File: config.mk
export PLATFORM = sky130hd
export DESIGN_NAME = neuron_layer_sched
export DESIGN_NICKNAME = d
export VERILOG_FILES = /design/src/rtl/nn_layer_pkg.sv /design/src/rtl/wallace_tree.sv /design/src/rtl/neuron_layer_sched.sv
export SDC_FILE = /design/constraint.sdc
export NUM_CORES = 1
export LEC_CHECK = 0
export ABC_CLOCK_PERIOD_IN_PS = 13300
export CAP_MARGIN = 10
export CORE_ASPECT_RATIO = 1.2
export CORE_UTILIZATION = 23
export DETAILED_ROUTE_END_ITERATION = 12
export GPL_TIMING_DRIVEN = 0
export PLACE_DENSITY_LB_ADDON = 0.05
export SYNTH_ARGS = -nofsm -noshare
export SYNTH_HDL_FRONTEND = slang
export SYNTH_SLANG_ARGS = --single-unit
export TNS_END_PERCENT = 100
File: constraint.sdc
create_clock -name clk -period 13.3 [get_ports clk]
set_clock_uncertainty 0.05 [all_clocks]
set_input_delay 2.66 -clock clk [delete_from_list [all_inputs] [get_ports clk]]
set_output_delay 2.66 -clock clk [all_outputs]
set_load 0.05 [all_outputs]
File: src/rtl/nn_layer_pkg.sv
// nn_layer_pkg
// Shared definitions for the time-multiplexed binary-input neuron layer.
//   - default layer geometry (used as parameter defaults by neuron_layer_sched)
//   - configuration word width / field offsets and the cfg_word_t struct
//   - scheduler FSM state enum
// Config word layout, MSB to LSB: bw | bias | weights[N_INPUTS-1:0].
// Weight i sits at [i*WEIGHT_BITS +: WEIGHT_BITS].
package nn_layer_pkg;

    localparam int N_INPUTS_DEF    = 4;
    localparam int WEIGHT_BITS_DEF = 3;
    localparam int INPUT_BITS_DEF  = 1;
    localparam int SUM_BITS_DEF    = 7;
    localparam int H_DEF           = 6;
    localparam int N_NEURONS_DEF   = 8;

    // Width of a config word for an arbitrary geometry.
    function automatic int cfg_width(input int n_inputs, input int weight_bits,
                                     input int sum_bits, input int input_bits);
        return n_inputs * weight_bits + weight_bits + sum_bits - input_bits;
    endfunction

    // Field offsets / widths for the default geometry.
    localparam int BW_BITS     = SUM_BITS_DEF - INPUT_BITS_DEF;
    localparam int WEIGHTS_LSB = 0;
    localparam int BIAS_LSB    = N_INPUTS_DEF * WEIGHT_BITS_DEF;
    localparam int BW_LSB      = BIAS_LSB + WEIGHT_BITS_DEF;
    localparam int CFG_W       = BW_LSB + BW_BITS;

    typedef enum logic [1:0] {
        ST_IDLE = 2'd0,
        ST_RUN  = 2'd1,
        ST_DONE = 2'd2
    } sched_state_t;

    typedef struct packed {
        logic [BW_BITS-1:0]                              bw;
        logic [WEIGHT_BITS_DEF-1:0]                      bias;
        logic [N_INPUTS_DEF-1:0][WEIGHT_BITS_DEF-1:0]    weights;
    } cfg_word_t;

endpackage

File: src/rtl/wallace_tree.sv
// wallace_tree
// Signed neuron adder: sum = sum_i sext(multiplicants[i]) + sext(bias)
//                          + zext(baugh_wooley), wrapping modulo 2^SUM_BITS.
// Rows are reduced with 3:2 carry-save compressors, one row per level, for
// at most h levels; the final two rows go through one carry-propagate adder.
// h must be at least N_INPUTS (N_INPUTS+2 rows need N_INPUTS levels).
// Ports:
//   multiplicants [N_INPUTS*WEIGHT_BITS] in : gated signed partial products
//   bias          [WEIGHT_BITS]          in : signed bias
//   baugh_wooley  [BW_BITS]              in : unsigned correction constant
//   sum           [SUM_BITS]             out: wrapped two's complement sum
module wallace_tree #(
    parameter int N_INPUTS    = 4,
    parameter int WEIGHT_BITS = 3,
    parameter int SUM_BITS    = 7,
    parameter int BW_BITS     = 6,
    parameter int h           = 6
) (
    input  logic [N_INPUTS*WEIGHT_BITS-1:0] multiplicants,
    input  logic [WEIGHT_BITS-1:0]          bias,
    input  logic [BW_BITS-1:0]              baugh_wooley,
    output logic [SUM_BITS-1:0]             sum
);

    localparam int ROWS = N_INPUTS + 2;

    logic [SUM_BITS-1:0] rows [ROWS];
    logic [SUM_BITS-1:0] s3, c3;
    int                  live;

    always_comb begin
        s3   = '0;
        c3   = '0;
        live = ROWS;
        rows[0] = {{(SUM_BITS-WEIGHT_BITS){bias[WEIGHT_BITS-1]}}, bias};
        rows[1] = {{(SUM_BITS-BW_BITS){1'b0}}, baugh_wooley};
        for (int i = 0; i < N_INPUTS; i++) begin
            rows[2+i] = {{(SUM_BITS-WEIGHT_BITS){multiplicants[i*WEIGHT_BITS+WEIGHT_BITS-1]}},
                         multiplicants[i*WEIGHT_BITS +: WEIGHT_BITS]};
        end
        for (int l = 0; l < h; l++) begin
            if (live > 2) begin
                s3 = rows[live-3] ^ rows[live-2] ^ rows[live-1];
                c3 = ((rows[live-3] & rows[live-2]) |
                      (rows[live-3] & rows[live-1]) |
                      (rows[live-2] & rows[live-1])) << 1;
                rows[live-3] = s3;
                rows[live-2] = c3;
                live = live - 1;
            end
        end
        sum = rows[0] + rows[1];
    end

endmodule

File: src/rtl/neuron_layer_sched.sv
// neuron_layer_sched
// Shares one wallace_tree across all neurons of a binary-input layer. Each
// accepted input vector is stepped through the neurons one per cycle; sums
// are registered, sign-activated and packed into out_vec.
// Ports:
//   clk, rst_n                 : clock, async active-low reset
//   cfg_we/cfg_addr/cfg_data   : config write (IDLE only, addr < N_NEURONS)
//   cfg_err                    : one-cycle pulse on a rejected write
//   in_valid/in_ready/in_vec   : input vector handshake
//   out_valid/out_ready/out_vec: layer result handshake, bit k = neuron k
//   out_sums                   : raw per-neuron sums (NEURON_LAYER_SCHED_SUM_OUT_EN only)
// Optional feature macro: NEURON_LAYER_SCHED_SUM_OUT_EN
module neuron_layer_sched
    import nn_layer_pkg::*;
#(
    parameter int N_INPUTS    = N_INPUTS_DEF,
    parameter int WEIGHT_BITS = WEIGHT_BITS_DEF,
    parameter int INPUT_BITS  = INPUT_BITS_DEF,
    parameter int SUM_BITS    = SUM_BITS_DEF,
    parameter int H           = H_DEF,
    parameter int N_NEURONS   = N_NEURONS_DEF
) (
    input  logic                                   clk,
    input  logic                                   rst_n,
    input  logic                                   cfg_we,
    input  logic [$clog2(N_NEURONS)-1:0]           cfg_addr,
    input  logic [cfg_width(N_INPUTS, WEIGHT_BITS, SUM_BITS, INPUT_BITS)-1:0] cfg_data,
    output logic                                   cfg_err,
    input  logic                                   in_valid,
    output logic                                   in_ready,
    input  logic [N_INPUTS-1:0]                    in_vec,
    output logic                                   out_valid,
    input  logic                                   out_ready,
    output logic [N_NEURONS-1:0]                   out_vec
`ifdef NEURON_LAYER_SCHED_SUM_OUT_EN
    ,
    output logic [N_NEURONS*SUM_BITS-1:0]          out_sums
`endif
);

    localparam int IDX_W    = $clog2(N_NEURONS);
    localparam int CW       = cfg_width(N_INPUTS, WEIGHT_BITS, SUM_BITS, INPUT_BITS);
    localparam int BW_W     = SUM_BITS - INPUT_BITS;
    localparam int BIAS_OFS = N_INPUTS * WEIGHT_BITS;
    localparam int BW_OFS   = BIAS_OFS + WEIGHT_BITS;

    sched_state_t                    state, state_nxt;
    logic [N_NEURONS-1:0][CW-1:0]    cfg_q;
    logic [N_INPUTS-1:0]             in_vec_q;
    logic [IDX_W-1:0]                idx, idx_q;
    logic                            drain;
    logic [SUM_BITS-1:0]             sum, sum_q;
    logic                            issue, wb_vld, last_issue;
    logic                            in_fire, cfg_ok;
    logic [CW-1:0]                   cur_cfg;
    logic [N_INPUTS*WEIGHT_BITS-1:0] mult;

    assign in_fire    = in_valid && in_ready;
    assign cfg_ok     = cfg_we && (state == ST_IDLE) &&
                        ({1'b0, cfg_addr} < (IDX_W+1)'(N_NEURONS));
    // A neuron is issued to the tree every RUN cycle except the drain cycle.
    assign issue      = (state == ST_RUN) && !drain;
    assign last_issue = issue && (idx == IDX_W'(N_NEURONS-1));

    // ---------------- FSM ----------------
    always_ff @(posedge clk or negedge rst_n) begin
        if (!rst_n) state <= ST_IDLE;
        else        state <= state_nxt;
    end

    always_comb begin
        state_nxt = state;
        case (state)
            ST_IDLE: if (in_fire)   state_nxt = ST_RUN;
            ST_RUN:  if (drain)     state_nxt = ST_DONE;
            ST_DONE: if (out_ready) state_nxt = ST_IDLE;
            default:                state_nxt = ST_IDLE;
        endcase
    end

    always_comb begin
        in_ready  = (state == ST_IDLE);
        out_valid = (state == ST_DONE);
    end

    // ---------------- shared tree ----------------
    assign cur_cfg = cfg_q[idx];

    for (genvar i = 0; i < N_INPUTS; i++) begin : g_pp
        assign mult[i*WEIGHT_BITS +: WEIGHT_BITS] =
            in_vec_q[i] ? cur_cfg[i*WEIGHT_BITS +: WEIGHT_BITS] : '0;
    end

    wallace_tree #(
        .N_INPUTS   (N_INPUTS),
        .WEIGHT_BITS(WEIGHT_BITS),
        .SUM_BITS   (SUM_BITS),
        .BW_BITS    (BW_W),
        .h          (H)
    ) u_tree (
        .multiplicants(mult),
        .bias         (cur_cfg[BIAS_OFS +: WEIGHT_BITS]),
        .baugh_wooley (cur_cfg[BW_OFS +: BW_W]),
        .sum          (sum)
    );

    // ---------------- datapath ----------------
    always_ff @(posedge clk or negedge rst_n) begin
        if (!rst_n) begin
            cfg_q    <= '0;
            cfg_err  <= 1'b0;
            in_vec_q <= '0;
            idx      <= '0;
            idx_q    <= '0;
            drain    <= 1'b0;
            sum_q    <= '0;
            wb_vld   <= 1'b0;
            out_vec  <= '0;
        end else begin
            // Write commits even when a vector is accepted the same cycle,
            // so that vector sees the new word.
            if (cfg_ok) cfg_q[cfg_addr] <= cfg_data;
            cfg_err <= cfg_we && !cfg_ok;

            if (in_fire) begin
                in_vec_q <= in_vec;
                idx      <= '0;
            end else if (issue && !last_issue) begin
                idx <= idx + 1'b1;
            end

            // Drain lasts exactly one cycle: set after the last issue and
            // cleared on the next edge because issue is off while draining.
            drain  <= last_issue;
            sum_q  <= sum;
            idx_q  <= idx;
            wb_vld <= issue;
            if (wb_vld) out_vec[idx_q] <= ~sum_q[SUM_BITS-1];
        end
    end

`ifdef NEURON_LAYER_SCHED_SUM_OUT_EN
    logic [N_NEURONS-1:0][SUM_BITS-1:0] sums_q;

    always_ff @(posedge clk or negedge rst_n) begin
        if (!rst_n)      sums_q         <= '0;
        else if (wb_vld) sums_q[idx_q]  <= sum_q;
    end

    assign out_sums = sums_q;
`endif

endmodule

; ---- Word-level counts from Yosys, hierarchy flattened
; Index checks and enable logic that the tools add are counted.
[op_classes]
add_sub_neg = 2
n_mul = 0
div_mod_pow = 0
n_lt_le_gt_ge = 5
n_eq_ne = 6
shift = 0
n_mux = 18
bitwise = 29
reduce_logical = 14
[ops]
columns = cell, count
row1 = bitwise mux 168 bit, 1
row2 = bitwise AND 6 bit, 12
row3 = binary-select mux 21 bit (select 3 bit), 1
row4 = demux 21 bit (select 3 bit), 1
row5 = bitwise XOR 7 bit, 7
row6 = bitwise OR 6 bit, 8
row7 = two-way mux 21 bit, 2
row8 = two-way mux 3 bit, 6
row9 = < comparator 3 x 4 -> 1 bit (second input constant), 3
row10 = bitwise mux 8 bit, 1
row11 = logical AND 1 bit, 8
row12 = adder 7 bit, 1
row13 = bitwise XOR 6 x 7 -> 7 bit, 1
row14 = >= comparator 3 x 1 -> 1 bit (second input constant), 2
row15 = two-way mux 2 bit, 3
row16 = one-hot mux 2 bit (3 select lines), 1
row17 = != test 2 x 1 -> 1 bit (second input constant), 2
row18 = adder 3 x 1 -> 3 bit (second input constant), 1
row19 = demux 1 bit (select 3 bit), 1
row20 = == test 3 bit (second input constant), 1
row21 = logical NOT 1 bit, 3
row22 = AND reduction 3 bit, 1
row23 = == test 2 x 1 -> 1 bit (second input constant), 1
row24 = == test 2 bit (second input constant), 1
row25 = 5 further kinds, 5
[word_totals]
register_bits = 198
latch_bits = 0
ramBits = 0
rom_bits = 0
inputBits = 33
out_inout_bits = 11
elab_cells = 91
n_memories = 0

; ---- Logic depth before layout (Yosys ltp)
[depth]
word_depth = 16
mapped_depth = 18
mapped_depth_nobuf = 16

; ---- Modules after synthesis
; From an unflattened synthesis, not the netlist that was laid out.
[unflattened]
cells_unflattened = 584
hier_area_um2 = 9157.5
[by_module_without_submodules]
columns = module, n_inst, cells_per_inst, area_per_inst_um2, seq_area_each_um2
row1 = neuron_layer_sched, 1, 531, 8538.2, 4804.6
row2 = wallace_tree, 1, 53, 619.3, 0.0

; ---- Least setup slack after synthesis
; Ideal clock, no wire load.
[synth_timing]
kind = register -> register
from = register idx[0]
to = register sum_q[6]
setup_time_ps = 131
t_arrival_ps = 4764
t_required_ps = 13119
slack_ps = 8355
stages_incl_launch_ff = 18
path_buffers = 2
period_less_slack_ps = 4945
cell_sequence = dfrtp_1 buf_6 buf_4 mux4_2 mux2_2 nand2_1 fa_1 inv_1 fa_1 inv_1 fa_1 fa_1 inv_1 ha_1 a2111oi_0 o21a_1 a221oi_1 xnor2_1
[synth_via]
elab_chain_len = 16
word_cells_on_any_way = 35
cone_classes = 1 x add/sub / 6 x mux / 28 x bitwise
[synth_lines]
columns = item, line_no
row1 = "start, declared", neuron_layer_sched.sv:50  ; logic [IDX_W-1:0] idx, idx_q;
row2 = "start signal, assigned", neuron_layer_sched.sv:129  ; idx <= idx + 1'b1;
row3 = binary-select mux 21 bit (select 3 bit) (*), neuron_layer_sched.sv:87  ; assign cur_cfg = cfg_q[idx];
row4 = two-way mux 21 bit (implied by the code) (*), neuron_layer_sched.sv:87
row5 = two-way mux 3 bit, neuron_layer_sched.sv:91  ; in_vec_q[i] ? cur_cfg[i*WEIGHT_BITS +: WEIGHT_BITS] : '0;
row6 = "bitwise AND 6 bit, on equally long branches", "wallace_tree.sv:44, wallace_tree.sv:45"
row7 = bitwise OR 6 bit, wallace_tree.sv:44  ; c3 = ((rows[live-3] & rows[live-2]) |
row8 = bitwise OR 6 bit, wallace_tree.sv:45  ; (rows[live-3] & rows[live-1]) |
row9 = bitwise AND 6 bit, wallace_tree.sv:45
row10 = bitwise OR 6 bit, wallace_tree.sv:44
row11 = bitwise OR 6 bit, wallace_tree.sv:45
row12 = bitwise AND 6 bit, wallace_tree.sv:45
row13 = bitwise OR 6 bit, wallace_tree.sv:44
row14 = bitwise OR 6 bit, wallace_tree.sv:45
row15 = bitwise AND 6 bit, wallace_tree.sv:45
row16 = bitwise OR 6 bit, wallace_tree.sv:44
row17 = bitwise OR 6 bit, wallace_tree.sv:45
row18 = adder 7 bit (*), wallace_tree.sv:52  ; sum = rows[0] + rows[1];
row19 = named net sum[6], neuron_layer_sched.sv:52  ; logic [SUM_BITS-1:0] sum, sum_q;
row20 = "end signal, assigned", neuron_layer_sched.sv:135  ; sum_q <= sum;
row21 = "end, declared", neuron_layer_sched.sv:52
; The timed path passes the listed nets; every way through them passes the cells marked *. The select of a mux whose other input is x is not followed.
; A chain may end at the register's enable or synchronous reset.

; ---- Worst setup path in the final report
[layout_timing]
from = register idx[1]
to = register sum_q[6]
; The elaborated chain is that of the path after synthesis.

==> metrics.txt <==
wire length per cell=20.31 um; period utilisation layout=0.4504; Internal=0.001982 W; Final Max Tran Viols=0; Layout Cells excl Fill=1183; Logic pwr share=0.505; crit end category=flop; Sw Pwr=0.001148 W; WL final=24020 um; Least-Margin Pin Slew=0.9386 ns; largest net degree at the start of global routing=115; # port buffers=43; clk sinks=192; Area growth, synth to finish=19.44%; TritonCTS Buffers=17; power density over cell area=289.4 nW/um2; Power, Total=0.003130 W; CP required=13.59 ns; Worst R2R Path Depth=17; placed cells=1150; layout cells sized above 1=0.4314; minimum clock period after layout=5.990 ns; clk slew on worst S/H paths=0.07 ns; worst reg2reg endpoint=sum_q[6]; Post-DP HPWL=16270 um; CP Class=reg -> reg; Design Area, Final=10820 um2; num rows=79; post-synth cell types=29; HP Start=idx[2]; post-CTS resize count=0; CTS root buf=clkbuf_16; GRT Resource Usage Total=0.1297; die width=183.1 um; residual DRC count=0; # Post-CTS Setup Buffers=0; Initial Util=0.2337; final setup fails=0; synthesized cell area=9056 um2; grt ovf=0; switch share=0.3669; max-cap violations=0; DIE HEIGHT=219.4 um; ANT nets after route=0; CP max FO=10; # IOs=44; Critical path origin=idx[1]; CTS max path bufs=2; GP Congestion=0.6962; HP Class=reg -> reg; clock share of power=0.179; nets=701; final hold violations=0; crit path DAT=6.28 ns; RSZ-0062 raised after global routing=no; Synth Instances=580; post-synth net total=638; fill cell count=3948; core area=38750 um2; Yosys warnings=0; CTS Hold Bufs=0; die area=40180 um2; Max Clock Freq=167.0 MHz; final setup TNS=0 ns; crit path capture=sum_q[6]; TritonCTS clock tree=yes; Vias=5046; Post-Syn Area per Cell=15.61 um2; global-route wire length before repair=36690 um; sequential area share after synthesis=0.5305; R2R Path Start=idx[1]; Rel. slew slack=0.3743; Max IR drop VDD=0.1075 mV; First-pass DRT Iterations=4; DRT iter0 DRCs=178; reg2reg setup slack=7.31 ns; P_leak=4.664 nW; Worst-Skew Late Latency=0.45 ns; initial antenna violation count=2; H-Tree Depth=4; dpl cell area=10180 um2; share of power burned in registers=0.316; DR vias/cell=4.265; startpoint types=flop; #FFs+latches synth=192; vias in the first global route=5790; status=finished clean
synth_stat cells (all sizes together):
library cell | n | area (um2)
o41ai | 2 | 17.52
o21a | 1 | 7.510
fa | 16 | 320.3
nand2 | 16 | 60.06
nand3b | 1 | 7.510
nor3b | 1 | 7.510
a221oi | 1 | 8.760
nand4 | 1 | 6.260
dfrtp | 192 | 4805
and2 | 2 | 12.51
xnor2 | 5 | 43.79
mux4 | 41 | 923.4
mux2 | 181 | 2038
mux2i | 15 | 162.7
nor2 | 6 | 22.52
inv | 19 | 71.32
o21ai | 8 | 40.04
o31ai | 6 | 45.04
nor2b | 13 | 81.33
clkbuf | 8 | 30.03
nand2b | 4 | 25.02
a2111oi | 2 | 17.52
and3 | 3 | 18.77
ha | 9 | 112.6
buf | 24 | 152.6
or2 | 3 | 18.77
power by group through the flow:
stage / combinational (W) / clock (W) / sequential, W
CTS: 0.00164 / 0.000582 / 0.000992
detailed placement: 0.00164 / 0 / 0.00100
finish: 0.00158 / 0.000561 / 0.000990
floorplan: 0.00117 / 0 / 0.000995
global route: 0.00179 / 0.000604 / 0.00103
global placement: 0.00160 / 0 / 0.000983
state kept, by name (all words and copies together), names as in the netlist:
| signal | cells |
|---|---|
| cfg_err | 1 |
| cfg_q | 168 |
| drain | 1 |
| idx | 3 |
| idx_q | 3 |
| in_vec_q | 4 |
| out_vec | 8 |
| state | 2 |
| sum_q | 1 |
| wb_vld | 1 |
worst min-delay path by stage:
stage / to / slack, ns / cells after the start
6_report: idx_q[2] / 0.37 / 0
5_1_grt: idx_q[2] / 0.38 / 0
4_1_cts: idx_q[2] / 0.38 / 0
3_5_place_dp: idx_q[2] / 0.36 / 0
3_3_place_gp: idx_q[2] / 0.36 / 0
2_1_floorplan: idx_q[1] / 0.32 / 0
area by class of cell:
cell class	instances	area [um2]	share of cell area
tap	526	658.1	0.06084
sequential	192	4805	0.4442
clock inverter	12	180.2	0.01666
antenna	1	2.502	0.0002313
inverter	19	71.32	0.006593
timing repair buffer	44	462.9	0.04280
multi-input combinational	337	3998	0.3696
buffer	32	182.7	0.01689
clock buffer	20	456.7	0.04222
through the flow:
step / setup slack, ns / util / hold slack [ns]
2_1_floorplan: 8.355 / - / 0.3226
3_3_place_gp: 1.531 / 0.2618 / 0.3607
3_5_place_dp: 7.149 / 0.2627 / 0.3577
4_1_cts: 7.132 / 0.2791 / 0.3750
5_1_grt: 7.049 / 0.2791 / 0.3831
6_report: 7.310 / 0.2792 / 0.3673
cells by family after synthesis:
family,count (synthesis),share of synthesized area
simple gates,50,0.02874
flops,192,0.5305
fa+ha+maj,25,0.04780
buf+inv,51,0.02805
mux,237,0.3450
compound gates,20,0.01506
xor+xnor,5,0.004835
routing by layer:
layer,routed length (um),vias to the layer above,track usage
li1,-,2228,-
met1,10300,2742,0.1559
met2,12690,52,0.2276
met3,484,24,0.02174
met4,547,0,0.05556
met5,0,-,0
critical path, cell delays in order (launching register included):
cell and delay (ns):
dfrtp_1 0.39, buf_2 0.27, clkbuf_1 0.71, mux4_2 0.42, mux2_2 0.30, nand2_1 0.11
fa_1 0.42, inv_1 0.13, fa_1 0.48, inv_1 0.15, fa_1 0.43, fa_1 0.51
inv_1 0.04, ha_1 0.29, a2111oi_0 0.62, o21a_1 0.21, a221oi_1 0.05, xnor2_1 0.28
placed cells by master, fill, tap and decap left out, drive strengths merged, types with 2 or more instances in the layout:
| master | Yosys | routed |
|---|---|---|
| buf | 24 | 26 |
| fa | 16 | 16 |
| a2111oi | 2 | 2 |
| xnor2 | 5 | 5 |
| and2 | 2 | 2 |
| nand2b | 4 | 4 |
| dfrtp | 192 | 192 |
| inv | 19 | 21 |
| clkdlybuf4s50 | 0 | 42 |
| bufinv | 0 | 4 |
| clkinvlp | 0 | 2 |
| o41ai | 2 | 2 |
| nand2 | 16 | 16 |
| mux2 | 181 | 181 |
| mux4 | 41 | 41 |
| ha | 9 | 9 |
| o31ai | 6 | 6 |
| and3 | 3 | 3 |
| mux2i | 15 | 15 |
| nor2b | 13 | 13 |
| or2 | 3 | 3 |
| clkbuf | 8 | 28 |
| o21ai | 8 | 8 |
| nor2 | 6 | 6 |
| clkinv | 0 | 4 |
(Power assumes the default switching activity.)
